## config.mk

```make
export PLATFORM = sky130hd
export DESIGN_NAME = task_dispatcher_flat
export DESIGN_NICKNAME = d
export VERILOG_FILES = /design/src/rtl/task_bus_pkg.sv /design/src/rtl/task_dispatcher_if.sv /design/src/rtl/op_fifo.sv /design/src/rtl/task_dispatcher.sv /design/src/flat_wrapper.sv
export SDC_FILE = /design/constraint.sdc
export NUM_CORES = 1
export LEC_CHECK = 0
export CORE_MARGIN = 2
export CORE_UTILIZATION = 47
export DETAILED_ROUTE_END_ITERATION = 10
export PLACE_DENSITY_LB_ADDON = 0.1
export SLEW_MARGIN = 25
export SYNTH_ARGS = -nofsm -noshare
export SYNTH_HDL_FRONTEND = slang
export SYNTH_HIERARCHICAL = 1
export SYNTH_SLANG_ARGS = --single-unit
```

## constraint.sdc

```tcl
create_clock -name clk -period 3.35 [get_ports clk]
set_clock_uncertainty 0.2 [all_clocks]
set_input_delay 0.335 -clock clk [delete_from_list [all_inputs] [get_ports clk]]
set_output_delay 0.335 -clock clk [all_outputs]
set_load 0.005 [all_outputs]
```

## src/rtl/task_bus_pkg.sv

```systemverilog
// Shared definitions for the task op bus: opcodes, op word layout, dispatcher FSM states.
package task_bus_pkg;

    typedef enum logic [3:0] {
        OP_NONE      = 4'h0,
        OP_READY     = 4'h1,
        OP_SUSPEND   = 4'h2,
        OP_WAIT      = 4'h3,
        OP_KILL      = 4'h4,
        OP_SETPRIO   = 4'h5,
        OP_SETEXEHIT = 4'h6,
        OP_EXECUTE   = 4'h7,
        OP_FINISH    = 4'hF
    } op_code_e;

    localparam int OP_ID_LSB   = 8;
    localparam int OP_CODE_LSB = 4;
    localparam int OP_ARG_LSB  = 0;

    localparam logic [15:0] OP_NOP = 16'h0000;

    typedef enum logic [2:0] {
        ST_IDLE,
        ST_HOST,
        ST_SCAN,
        ST_EXEC,
        ST_RUN,
        ST_FIN
    } state_e;

    function automatic logic [15:0] make_op(input logic [3:0] id, input op_code_e code);
        logic [15:0] op;
        op = OP_NOP;
        op[OP_ID_LSB   +: 4] = id;
        op[OP_CODE_LSB +: 4] = code;
        op[OP_ARG_LSB  +: 4] = 4'h0;
        return op;
    endfunction

endpackage

```

## src/rtl/task_dispatcher_if.sv

```systemverilog
// Host queue handshake, task report words and the outgoing op bus of the dispatcher.
interface task_dispatcher_if #(parameter int N_TASKS = 8);

    logic                   host_valid;
    logic [15:0]            host_op;
    logic                   host_ready;
    logic [8*N_TASKS-1:0]   sorter_in;
    logic [15:0]            out_op;
    logic                   busy;
    logic [3:0]             cur_task;

    modport master (
        input  host_valid, host_op, sorter_in,
        output host_ready, out_op, busy, cur_task
    );

    modport slave (
        output host_valid, host_op, sorter_in,
        input  host_ready, out_op, busy, cur_task
    );

endinterface

```

## src/rtl/op_fifo.sv

```systemverilog
// Synchronous FIFO holding host ops until the dispatcher is between slices.
module op_fifo #(
    parameter int DEPTH = 4,
    parameter int WIDTH = 16
) (
    input  logic             clk,
    input  logic             rst,
    input  logic             push,
    input  logic [WIDTH-1:0] push_data,
    input  logic             pop,
    output logic [WIDTH-1:0] head,
    output logic             full,
    output logic             empty
);

    localparam int AW = (DEPTH > 1) ? $clog2(DEPTH) : 1;

    logic [WIDTH-1:0] mem_q [DEPTH];
    logic [AW-1:0]    wr_ptr_q, wr_ptr_d;
    logic [AW-1:0]    rd_ptr_q, rd_ptr_d;
    logic [AW:0]      count_q, count_d;
    logic             push_ok, pop_ok;

    assign full    = (count_q == (AW+1)'(DEPTH));
    assign empty   = (count_q == '0);
    assign head    = mem_q[rd_ptr_q];
    assign push_ok = push && !full;
    assign pop_ok  = pop && !empty;

    always_comb begin
        wr_ptr_d = wr_ptr_q + (push_ok ? AW'(1) : AW'(0));
        rd_ptr_d = rd_ptr_q + (pop_ok ? AW'(1) : AW'(0));
        count_d  = count_q;
        if (push_ok && !pop_ok) count_d = count_q + (AW+1)'(1);
        if (pop_ok && !push_ok) count_d = count_q - (AW+1)'(1);
    end

    // NOTE: sequential state uses non-blocking assignments so every flop samples pre-edge values.
    always_ff @(posedge clk or posedge rst) begin
        if (rst) begin
            wr_ptr_q <= '0;
            rd_ptr_q <= '0;
            count_q  <= '0;
        end else begin
            wr_ptr_q <= wr_ptr_d;
            rd_ptr_q <= rd_ptr_d;
            count_q  <= count_d;
        end
    end

    // NOTE: storage is not reset; the pointers and count alone decide which entries are valid.
    always_ff @(posedge clk) begin
        if (push_ok) mem_q[wr_ptr_q] <= push_data;
    end

endmodule

```

## src/rtl/task_dispatcher.sv

```systemverilog
// Picks the highest-priority ready task, drives Execute / quantum / Finish slices on the op bus
// and issues queued host ops between slices.
module task_dispatcher
    import task_bus_pkg::*;
#(
    parameter int N_TASKS    = 8,
    parameter int QUANTUM    = 10000,
    parameter int FIFO_DEPTH = 4
) (
    input  logic              clk,
    input  logic              rst,
    task_dispatcher_if.master bus
);

    localparam int CW = $clog2(QUANTUM) + 1;
    localparam int IW = (N_TASKS > 1) ? $clog2(N_TASKS) : 1;

    state_e        state_q, state_d;
    logic [15:0]   out_op_q, out_op_d;
    logic          busy_q, busy_d;
    logic [3:0]    cur_task_q, cur_task_d;
    logic [IW-1:0] cur_idx_q, cur_idx_d;
    logic [CW-1:0] cnt_q, cnt_d;

    logic          any_ready;
    logic [IW-1:0] best_idx;
    logic [3:0]    best_prio;
    logic [7:0]    cur_word;
    logic [3:0]    cur_id;
    logic          fifo_pop, fifo_full, fifo_empty;
    logic [15:0]   fifo_head;

    op_fifo #(.DEPTH(FIFO_DEPTH), .WIDTH(16)) u_fifo (
        .clk       (clk),
        .rst       (rst),
        .push      (bus.host_valid),
        .push_data (bus.host_op),
        .pop       (fifo_pop),
        .head      (fifo_head),
        .full      (fifo_full),
        .empty     (fifo_empty)
    );

    // Strict '>' keeps the lowest index on a priority tie.
    always_comb begin
        any_ready = 1'b0;
        best_idx  = '0;
        best_prio = '0;
        for (int i = 0; i < N_TASKS; i++) begin
            if (bus.sorter_in[8*i +: 8] != 8'h00 &&
                (!any_ready || bus.sorter_in[8*i +: 4] > best_prio)) begin
                any_ready = 1'b1;
                best_idx  = IW'(i);
                best_prio = bus.sorter_in[8*i +: 4];
            end
        end
    end

    assign cur_word = bus.sorter_in[8*int'(cur_idx_q) +: 8];
    assign cur_id   = 4'(int'(cur_idx_q) + 1);

    // NOTE: every signal written here gets a default first, so no path leaves one unassigned (no latches).
    always_comb begin
        state_d    = state_q;
        out_op_d   = OP_NOP;
        busy_d     = busy_q;
        cur_task_d = cur_task_q;
        cur_idx_d  = cur_idx_q;
        cnt_d      = cnt_q;
        fifo_pop   = 1'b0;
        unique case (state_q)
            ST_IDLE: begin
                busy_d     = 1'b0;
                cur_task_d = 4'h0;
                if (!fifo_empty)    state_d = ST_HOST;
                else if (any_ready) state_d = ST_SCAN;
            end
            ST_HOST: begin
                fifo_pop = 1'b1;
                out_op_d = fifo_head;
                state_d  = ST_IDLE;
            end
            ST_SCAN: begin
                cur_idx_d = best_idx;
                state_d   = any_ready ? ST_EXEC : ST_IDLE;
            end
            ST_EXEC: begin
                out_op_d   = make_op(cur_id, OP_EXECUTE);
                cur_task_d = cur_id;
                busy_d     = 1'b1;
                cnt_d      = '0;
                state_d    = ST_RUN;
            end
            ST_RUN: begin
                cnt_d = cnt_q + CW'(1);
                // A task that leaves Ready forfeits its slice without a Finish op.
                if (cur_word == 8'h00) begin
                    busy_d     = 1'b0;
                    cur_task_d = 4'h0;
                    state_d    = ST_IDLE;
                end else if (cnt_q == CW'(QUANTUM - 1)) begin
                    state_d = ST_FIN;
                end
            end
            ST_FIN: begin
                out_op_d = make_op(cur_task_q, OP_FINISH);
                state_d  = ST_IDLE;
            end
            default: state_d = ST_IDLE;
        endcase
    end

    always_ff @(posedge clk or posedge rst) begin
        if (rst) begin
            state_q    <= ST_IDLE;
            out_op_q   <= OP_NOP;
            busy_q     <= 1'b0;
            cur_task_q <= 4'h0;
            cur_idx_q  <= '0;
            cnt_q      <= '0;
        end else begin
            state_q    <= state_d;
            out_op_q   <= out_op_d;
            busy_q     <= busy_d;
            cur_task_q <= cur_task_d;
            cur_idx_q  <= cur_idx_d;
            cnt_q      <= cnt_d;
        end
    end

    assign bus.host_ready = !fifo_full;
    assign bus.out_op     = out_op_q;
    assign bus.busy       = busy_q;
    assign bus.cur_task   = cur_task_q;

endmodule
```

## src/flat_wrapper.sv

```systemverilog
// flat-port wrapper written by rule: the top's interface ports become plain ports
module task_dispatcher_flat import task_bus_pkg::*;
#(
    parameter int N_TASKS    = 8,
    parameter int QUANTUM    = 10000,
    parameter int FIFO_DEPTH = 4
)
  (clk, rst, bus_host_valid, bus_host_op, bus_sorter_in, bus_host_ready, bus_out_op, bus_busy, bus_cur_task);
  task_dispatcher_if #(.N_TASKS(N_TASKS)) bus_i ();
  input  logic clk;
  input  logic rst;
  input wire logic [$bits(bus_i.host_valid)-1:0] bus_host_valid;
  input wire logic [$bits(bus_i.host_op)-1:0] bus_host_op;
  input wire logic [$bits(bus_i.sorter_in)-1:0] bus_sorter_in;
  output wire logic [$bits(bus_i.host_ready)-1:0] bus_host_ready;
  output wire logic [$bits(bus_i.out_op)-1:0] bus_out_op;
  output wire logic [$bits(bus_i.busy)-1:0] bus_busy;
  output wire logic [$bits(bus_i.cur_task)-1:0] bus_cur_task;
  assign bus_i.host_valid = bus_host_valid;
  assign bus_i.host_op = bus_host_op;
  assign bus_i.sorter_in = bus_sorter_in;
  assign bus_host_ready = bus_i.host_ready;
  assign bus_out_op = bus_i.out_op;
  assign bus_busy = bus_i.busy;
  assign bus_cur_task = bus_i.cur_task;
  task_dispatcher #(.N_TASKS(N_TASKS), .QUANTUM(QUANTUM), .FIFO_DEPTH(FIFO_DEPTH)) u_core (.clk(clk), .rst(rst), .bus(bus_i));
endmodule
```

==> metrics.md, run 1 <==
| Metric | Value |
|---|---|
| Number of nets in the layout | 845 |
| CTS Buffer Depth | 2 |
| Crit share post-route | 2.61 |
| Worst slew pin tran | about 640 ps |
| Asr flop ratio synth | 0.434 |
| Synth top area share | 0.321 |
| Syn avg cell area | 12.1 um2 |
| CTS buffer count | 17 |
| Sequential element share of the synthesized area | 0.525 |
| Crit path kind | input pin to flip-flop |
| Area of the multi-input gates | 0.00315 mm2 |
| Pin count of the biggest net entering global routing | 24 |
| Post-synth top flop | edfxtp_1 |
| Min Tclk post-route | slightly below 9000 ps |
| Maximum clock rate | about 0.11 GHz |
| Ys Warns | 6 |
| DR pass1 iterations | 4 |
| CP max FO | 7 |
| Synth Register Bits | between 100 and 150 |
| Leading area contributor after synthesis | edfxtp_1 |
| Pwr Density | 921 mW/mm2 |
| Wire length on met3 | 837 um |
| Worst Setup Start Kind | input pin |
| Post-synthesis cell area | 0.00599 mm2 |
| Global-route wire length before repair | 25600 um |
| Vias per cell | 5.41 |
| Final hold violations | 0 |
| Maximum capacitance violations | 0 |
| Post-route DRC violation count | 0 |
| Leak | 3.76 nW |
| Clock Sinks | around 110 |
| CP max-delay cell | a221o_1 |
| Most used cell, CP | buf_4 |
| HPWL Detailed | about 12000 um |
| Clock Pin Slew Worst Setup and Hold Paths | 60 ps |
| Met1 Wirelength | around 6600 um |
| Required time of the critical path | 3430 ps |
| Post-Syn Instances | 495 |
| Highest Signal Layer | met4 |
| Final wirelength | roughly 17000 um |
| Area growth from synthesis to layout | 53.4% |
| I/O pin total | 105 |
| WL met2 | 8800 um |
| Gpl congestion | 0.928 |
| Port-buffer cells | 104 |
| Reg2reg start | u_core/state_q[0]$_DFFE_PP0P_ |
| CP endpoint kind | flip-flop |
| RR Endpoint | u_core/u_fifo/count_q[2]$_DFFE_PP0P_ |
| Headroom to the max-slew limit | 0.570 |
| Initial antenna violation count | 0 |
| CTS tree | yes |
| # diodes | 0 |
| Worst path depth | 52 |
| Syn nets | 612 |
| Post-Layout Cell Count | 913 |
| # fillers | 882 |
| CORE AREA | 0.0125 mm2 |
| Vias in the first global route | 5331 |
| Hold WC Path Type | flip-flop to flip-flop |
| H-tree levels | 4 |
| Critical path arrival | 8830 ps |
| Vias | 4936 |
| Reg2reg path depth | 9 |
| Max incr delay on CP | 370 ps |
| Failing checks | negative setup slack |
| CP Buf/Inv Count | 10 |
| Sequential Area | between 0.003 and 0.004 mm2 |
| DIE AREA | 0.0137 mm2 |
| Post-synth EDFFs | 64 |
| Synth area leaders | edfxtp_1 32%, dfrtp_1 20%, ha_1 6.9%, mux4_2 4.5%, mux4_1 2.6% |
| R2R Setup Slk | between 800 and 900 ps |
| Final worst-path setup slack | -5400 ps |
| Die Ht | 117 um |
| Max VDD drop | 0.000750 V |
| RSZ-0062 raised after global routing | true |
| Std cell rows | 41 |
| Clock Latency Late Sink | 420 ps |
| Die width | 117 um |
| Share of cells above drive strength 1 | 0.363 |
| Global-route congestion overflow total | 0 |
| Final Max Slew Viols | 0 |
| Critical path endpoint | u_core/cur_idx_q[0]$_DFFE_PP0N_ |
| Global Route Usage Sum | 0.249 |
| Crit path launch | bus_sorter_in[2] |
| Antenna violation net count after detailed routing | 0 |
| Cell family with the largest share of critical-path delay | compound AO/OA/AOI/OAI gates |
| Post-synthesis cell type count | 67 |
| Total negative slack | -16150 ps |
| DR iter-0 viols | just over 300 |
| Placed insts | 853 |
| Status | complete, but fails checks |
| Root Buffer | clkbuf_16 |
| Final-report setup violation count | 3 |
| Routed WL per cell | 18.2 um |
| Initial Util | 0.479 |
## cell type report
type,count,area share
timing repair buffer,227,0.214
inverter,32,0.0144
clock inverter,15,0.0163
multi-input combinational,337,0.342
tap,172,0.0234
sequential,113,0.343
clock buffer,17,0.0463
## registers in the layout, indices dropped and copies added (netlist names)
signal                  cells
u_core/state_q              3
u_core/bus.busy             1
u_core/bus.out_op          16
u_core/cur_idx_q            3
u_core/u_fifo/rd_ptr_q      2
u_core/bus.cur_task         4
u_core/u_fifo/wr_ptr_q      2
u_core/u_fifo/count_q       3
u_core/cnt_q               15
u_core/u_fifo/mem_q        64
## per-layer routing
layer  global-route usage  vias up
li1                     -     2360
met1                0.285     2409
met2                0.451      135
met3               0.0587       32
met4               0.0980        0
met5                    0        -
## repair_timing
action | in CTS | in global routing
resized for setup | 92 | 50
endpoints found under the setup margin | 3 | 3
pin swaps | 34 | 32
endpoints found under the hold margin | 7 | 0
hold buffers | 1 | 0
gates cloned | 0 | 0
setup buffers | 21 | 6
## worst min-delay path by stage
stage / from / to / slack [ps] / depth (start not counted)
after CTS: u_core/u_fifo/count_q[2]$_DFFE_PP0P_ / u_core/u_fifo/count_q[2]$_DFFE_PP0P_ / 290 / 1
after global routing: u_core/cnt_q[10]$_DFFE_PP0P_ / u_core/cnt_q[10]$_DFFE_PP0P_ / 300 / 1
after detailed placement: u_core/u_fifo/count_q[2]$_DFFE_PP0P_ / u_core/u_fifo/count_q[2]$_DFFE_PP0P_ / 270 / 1
after global placement: u_core/cnt_q[10]$_DFFE_PP0P_ / u_core/cnt_q[10]$_DFFE_PP0P_ / 270 / 1
after floorplan: rst / u_core/u_fifo/count_q[0]$_DFFE_PP0P_ / -60 / 1
final: u_core/u_fifo/count_q[2]$_DFFE_PP0P_ / u_core/u_fifo/count_q[2]$_DFFE_PP0P_ / 280 / 1
## cells by family (layout without fill, tap and decap cells)
logic type / Yosys count / in the layout / share of synthesized area
fa+ha+maj: 34 / 34 / 0.0723
buf+inv: 45 / 291 / 0.0351
mux: 33 / 33 / 0.0984
compound gates: 100 / 100 / 0.111
flops: 113 / 113 / 0.525
xor+xnor: 6 / 6 / 0.00877
simple gates: 164 / 164 / 0.149
## cells in the final DEF, fill, tap and decap left out, types with 14 or more instances in the layout
cell type	count
buf_4	120
clkbuf_16	17
clkdlybuf4s50_1	91
dfrtp_1	49
edfxtp_1	64
ha_1	23
inv_1	25
nand2_1	31
nor2_1	33
o21ai_0	14
## report_power, final
group	switching, mW	internal [mW]
combinational	2.17	2.52
clock	0.683	1.04
sequential	0.225	1.83
total	3.07	5.39
## per-stage QoR
step           area, um2  total power, mW  hold WS, ps  utilization  setup slack [ps]
2_1_floorplan       6060             4.19        -61.6            -             -5420
3_3_place_gp        7950             5.38          268        0.635             -6480
3_5_place_dp        7950             5.49          272        0.635             -6690
4_1_cts             8890             7.85          286        0.710             -5200
5_1_grt             9190             8.96          303        0.734             -5890
6_report            9190             8.46          285        0.734             -5400
## cell usage after synthesis, types with 4 or more instances
library cell  number
o211ai_1           5
nor2_1            38
a21oi_1           19
nor4_1             8
mux4_1             6
xor2_1             4
o21ai_0           24
o22a_1             5
and2_1            16
o21a_1             5
o22ai_1            4
ha_1              33
nand2_1           35
and3_1             5
nand4_1            8
nand3_1           10
mux2i_1           12
a31oi_1            6
nor3_1             8
nand2b_1           5
clkbuf_1           7
inv_1             32
dfrtp_1           49
edfxtp_1          64
or4_1              4
mux4_2            12
nor3b_1            4
nor2b_1            5
Power figures use the tool's default switching activity.
==> run 2, diff against run 1 <==
--- a/config.mk
+++ b/config.mk
@@ -9,6 +9,7 @@
 export CORE_UTILIZATION = 47
 export DETAILED_ROUTE_END_ITERATION = 10
 export PLACE_DENSITY_LB_ADDON = 0.1
+export RECOVER_POWER = 50
 export SLEW_MARGIN = 25
 export SYNTH_ARGS = -nofsm -noshare
 export SYNTH_HDL_FRONTEND = slang
==> metrics.md, run 2 (synthesis results as in run 1) <==
| Metric | Value |
|---|---|
| Status | complete, but fails checks |
| Failing checks | negative setup slack |
| # diodes | 0 (unchanged) |
| Die Ht | 117 um (unchanged) |
| CP max FO | 7 (unchanged) |
| Clock Pin Slew Worst Setup and Hold Paths | 60 ps (about the same) |
| Worst slew pin tran | 1020 ps (+376 ps) |
| Std cell rows | 41 (unchanged) |
| CTS tree | yes |
| # fillers | 886 (+0.45%) |
| Final-report setup violation count | 3 (unchanged) |
| Leak | 3.78 nW (+0.42%) |
| H-tree levels | 4 (unchanged) |
| Share of cells above drive strength 1 | 0.359 (-0.00405) |
| Maximum capacitance violations | 0 (unchanged) |
| Root Buffer | clkbuf_16 |
| Initial antenna violation count | 0 (unchanged) |
| Headroom to the max-slew limit | 0.322 (-0.248) |
| Hold path depth | 1 (unchanged) |
| DR pass1 iterations | 5 (+1) |
| DIE AREA | 0.0137 mm2 (unchanged) |
| RSZ-0062 raised after global routing | true |
| Final wirelength | 16600 um (-0.17%) |
| Vias | 4937 (+0.020%) |
| Gpl congestion | 0.928 (unchanged) |
| Number of nets in the layout | 845 (unchanged) |
| Crit path launch | bus_sorter_in[2] |
| Post-route DRC violation count | 0 (unchanged) |
| Vias in the first global route | 5331 (unchanged) |
| Sequential Area | 0.00315 mm2 (unchanged) |
| Maximum clock rate | 0.114 GHz (about the same) |
| Biggest register | u_core/u_fifo/mem_q |
| CP endpoint kind | flip-flop |
| Overall power | 8.44 mW (-0.24%) |
| Most used cell, CP | buf_4 |
| R2R Setup Slk | 870 ps (about the same) |
| Initial Util | 0.479 (unchanged) |
| Routed WL per cell | 18.2 um (-0.17%) |
| Global-route wire length before repair | 25600 um (unchanged) |
| Max VDD drop | 0.000750 V (about the same) |
| Port-buffer cells | 104 (unchanged) |
| Min Tclk post-route | 8750 ps (+0.420 ps) |
| Reg2reg path depth | 9 (unchanged) |
| Crit share post-route | 2.61 (about the same) |
| Global-route congestion overflow total | 0 (unchanged) |
| Max incr delay on CP | 370 ps (about the same) |
| I/O pin total | 105 (unchanged) |
| Smallest hold slack | 285 ps (+0.00500 ps) |
| Highest-count cells in the layout ignoring fill and taps | 118 x buf_4, 66 x clkdlybuf4s50_1, 64 x edfxtp_1, 49 x dfrtp_1, 33 x nor2_1 |
| Largest register FFs | 64 (unchanged) |
| Antenna violation net count after detailed routing | 0 (unchanged) |
| Most common cell after layout, fill and taps aside | buf_4 |
| DR iter-0 viols | 290 (-4.6%) |
| Worst Hold End | u_core/u_fifo/count_q[2]$_DFFE_PP0P_ |
| Clock Latency Late Sink | 420 ps (about the same) |
| CTS buffer count | 17 (unchanged) |
| Pin count of the biggest net entering global routing | 24 (unchanged) |
| Final hold violations | 0 (unchanged) |
| CORE AREA | 0.0125 mm2 (unchanged) |
| CP max-delay cell | a221o_1 |
| Area of the multi-input gates | 0.00315 mm2 (unchanged) |
| HPWL Detailed | 11500 um (unchanged) |
| RR Endpoint | u_core/u_fifo/count_q[2]$_DFFE_PP0P_ |
| CTS Buffer Depth | 2 (unchanged) |
| Final worst-path setup slack | -5400 ps (-0.420 ps) |
| Required time of the critical path | 3430 ps (about the same) |
| Hold Path Origin | u_core/u_fifo/count_q[2]$_DFFE_PP0P_ |
| Worst Setup Start Kind | input pin |
| Crit path kind | input pin to flip-flop |
| Area growth from synthesis to layout | 53.3% (about the same) |
| Critical path arrival | 8830 ps (about the same) |
| Reg2reg start | u_core/state_q[0]$_DFFE_PP0P_ |
| Global Route Usage Sum | 0.249 (unchanged) |
| Hold WC Path Type | flip-flop to flip-flop |
| Pwr Density | 919 mW/mm2 (-0.16%) |
| Die width | 117 um (unchanged) |
| Clock Sinks | 113 (unchanged) |
| Vias per cell | 5.41 (about the same) |
| Final Max Slew Viols | 0 (unchanged) |
run 2: cell types whose count changed in the layout (fill, tap and decap cells not counted):
cell,previous run,this run
inv_2,6,5
clkdlybuf4s50_1,91,66
clkbuf_1,0,2
buf_4,120,118
inv_1,25,26
dlygate4sd3_1,1,26
run 2: metrics by stage:
stage | instance area, um2 | setup TNS [ps] | worst slack (ps) | utilization | instances
6_report | 9180 | -16150 | -5400 | 0.734 | 913
5_1_grt | 9180 | -17600 | -5890 | 0.734 | 913
4_1_cts | 8890 | -15560 | -5200 | 0.710 | 907
3_5_place_dp | 7950 | -20050 | -6690 | 0.635 | 853
3_3_place_gp | 7950 | -19440 | -6480 | 0.635 | 853
2_1_floorplan | 6060 | -16250 | -5420 | - | 495
run 2: final cells by class:
cell class / count / area share
Inverter: 32 / 0.0144
Multi-Input combinational cell: 337 / 0.343
Tap cell: 172 / 0.0234
Clock buffer: 17 / 0.0463
Sequential cell: 113 / 0.343
Clock inverter: 15 / 0.0164
Timing Repair Buffer: 227 / 0.214
run 2: layer usage:
metal	track usage	up-vias	wire length [um]
li1	-	2358	-
met3	0.0587	34	794
met1	0.285	2410	6610
met5	0	-	0
met4	0.0980	0	381
met2	0.451	135	8810
run 2: worst max-delay path, delay by kind of cell:
family,cells,cell delay [ps]
fa+ha+maj,7,1720
simple gates,10,1540
buf+inv,10,1200
mux,1,300
compound gates,24,3710
run 2: worst max-delay path by stage:
stage	end	slack [ps]	cells past startpoint
finish	u_core/cur_idx_q[0]$_DFFE_PP0N_	-5400	52
global route	u_core/cur_idx_q[0]$_DFFE_PP0N_	-5890	52
CTS	u_core/cur_idx_q[0]$_DFFE_PP0N_	-5200	50
detailed placement	u_core/cur_idx_q[0]$_DFFE_PP0N_	-6690	51
global placement	u_core/cur_idx_q[0]$_DFFE_PP0N_	-6480	52
floorplan	u_core/cur_idx_q[0]$_DFFE_PP0N_	-5420	52
run 2: what timing repair did:
| action | in CTS | in global routing |
|---|---|---|
| buffers inserted | 21 | 6 |
| pin swaps | 34 | 32 |
| setup endpoints to repair | 3 | 3 |
| endpoints found under the hold margin | 7 | 0 |
| gates resized for setup | 92 | 50 |
| hold buffers | 1 | 0 |
run 2: power by group:
group / switching, mW / total, mW / internal, mW
Combinational: 2.16 / 4.67 / 2.50
Sequential: 0.222 / 2.05 / 1.83
Clock: 0.685 / 1.73 / 1.04
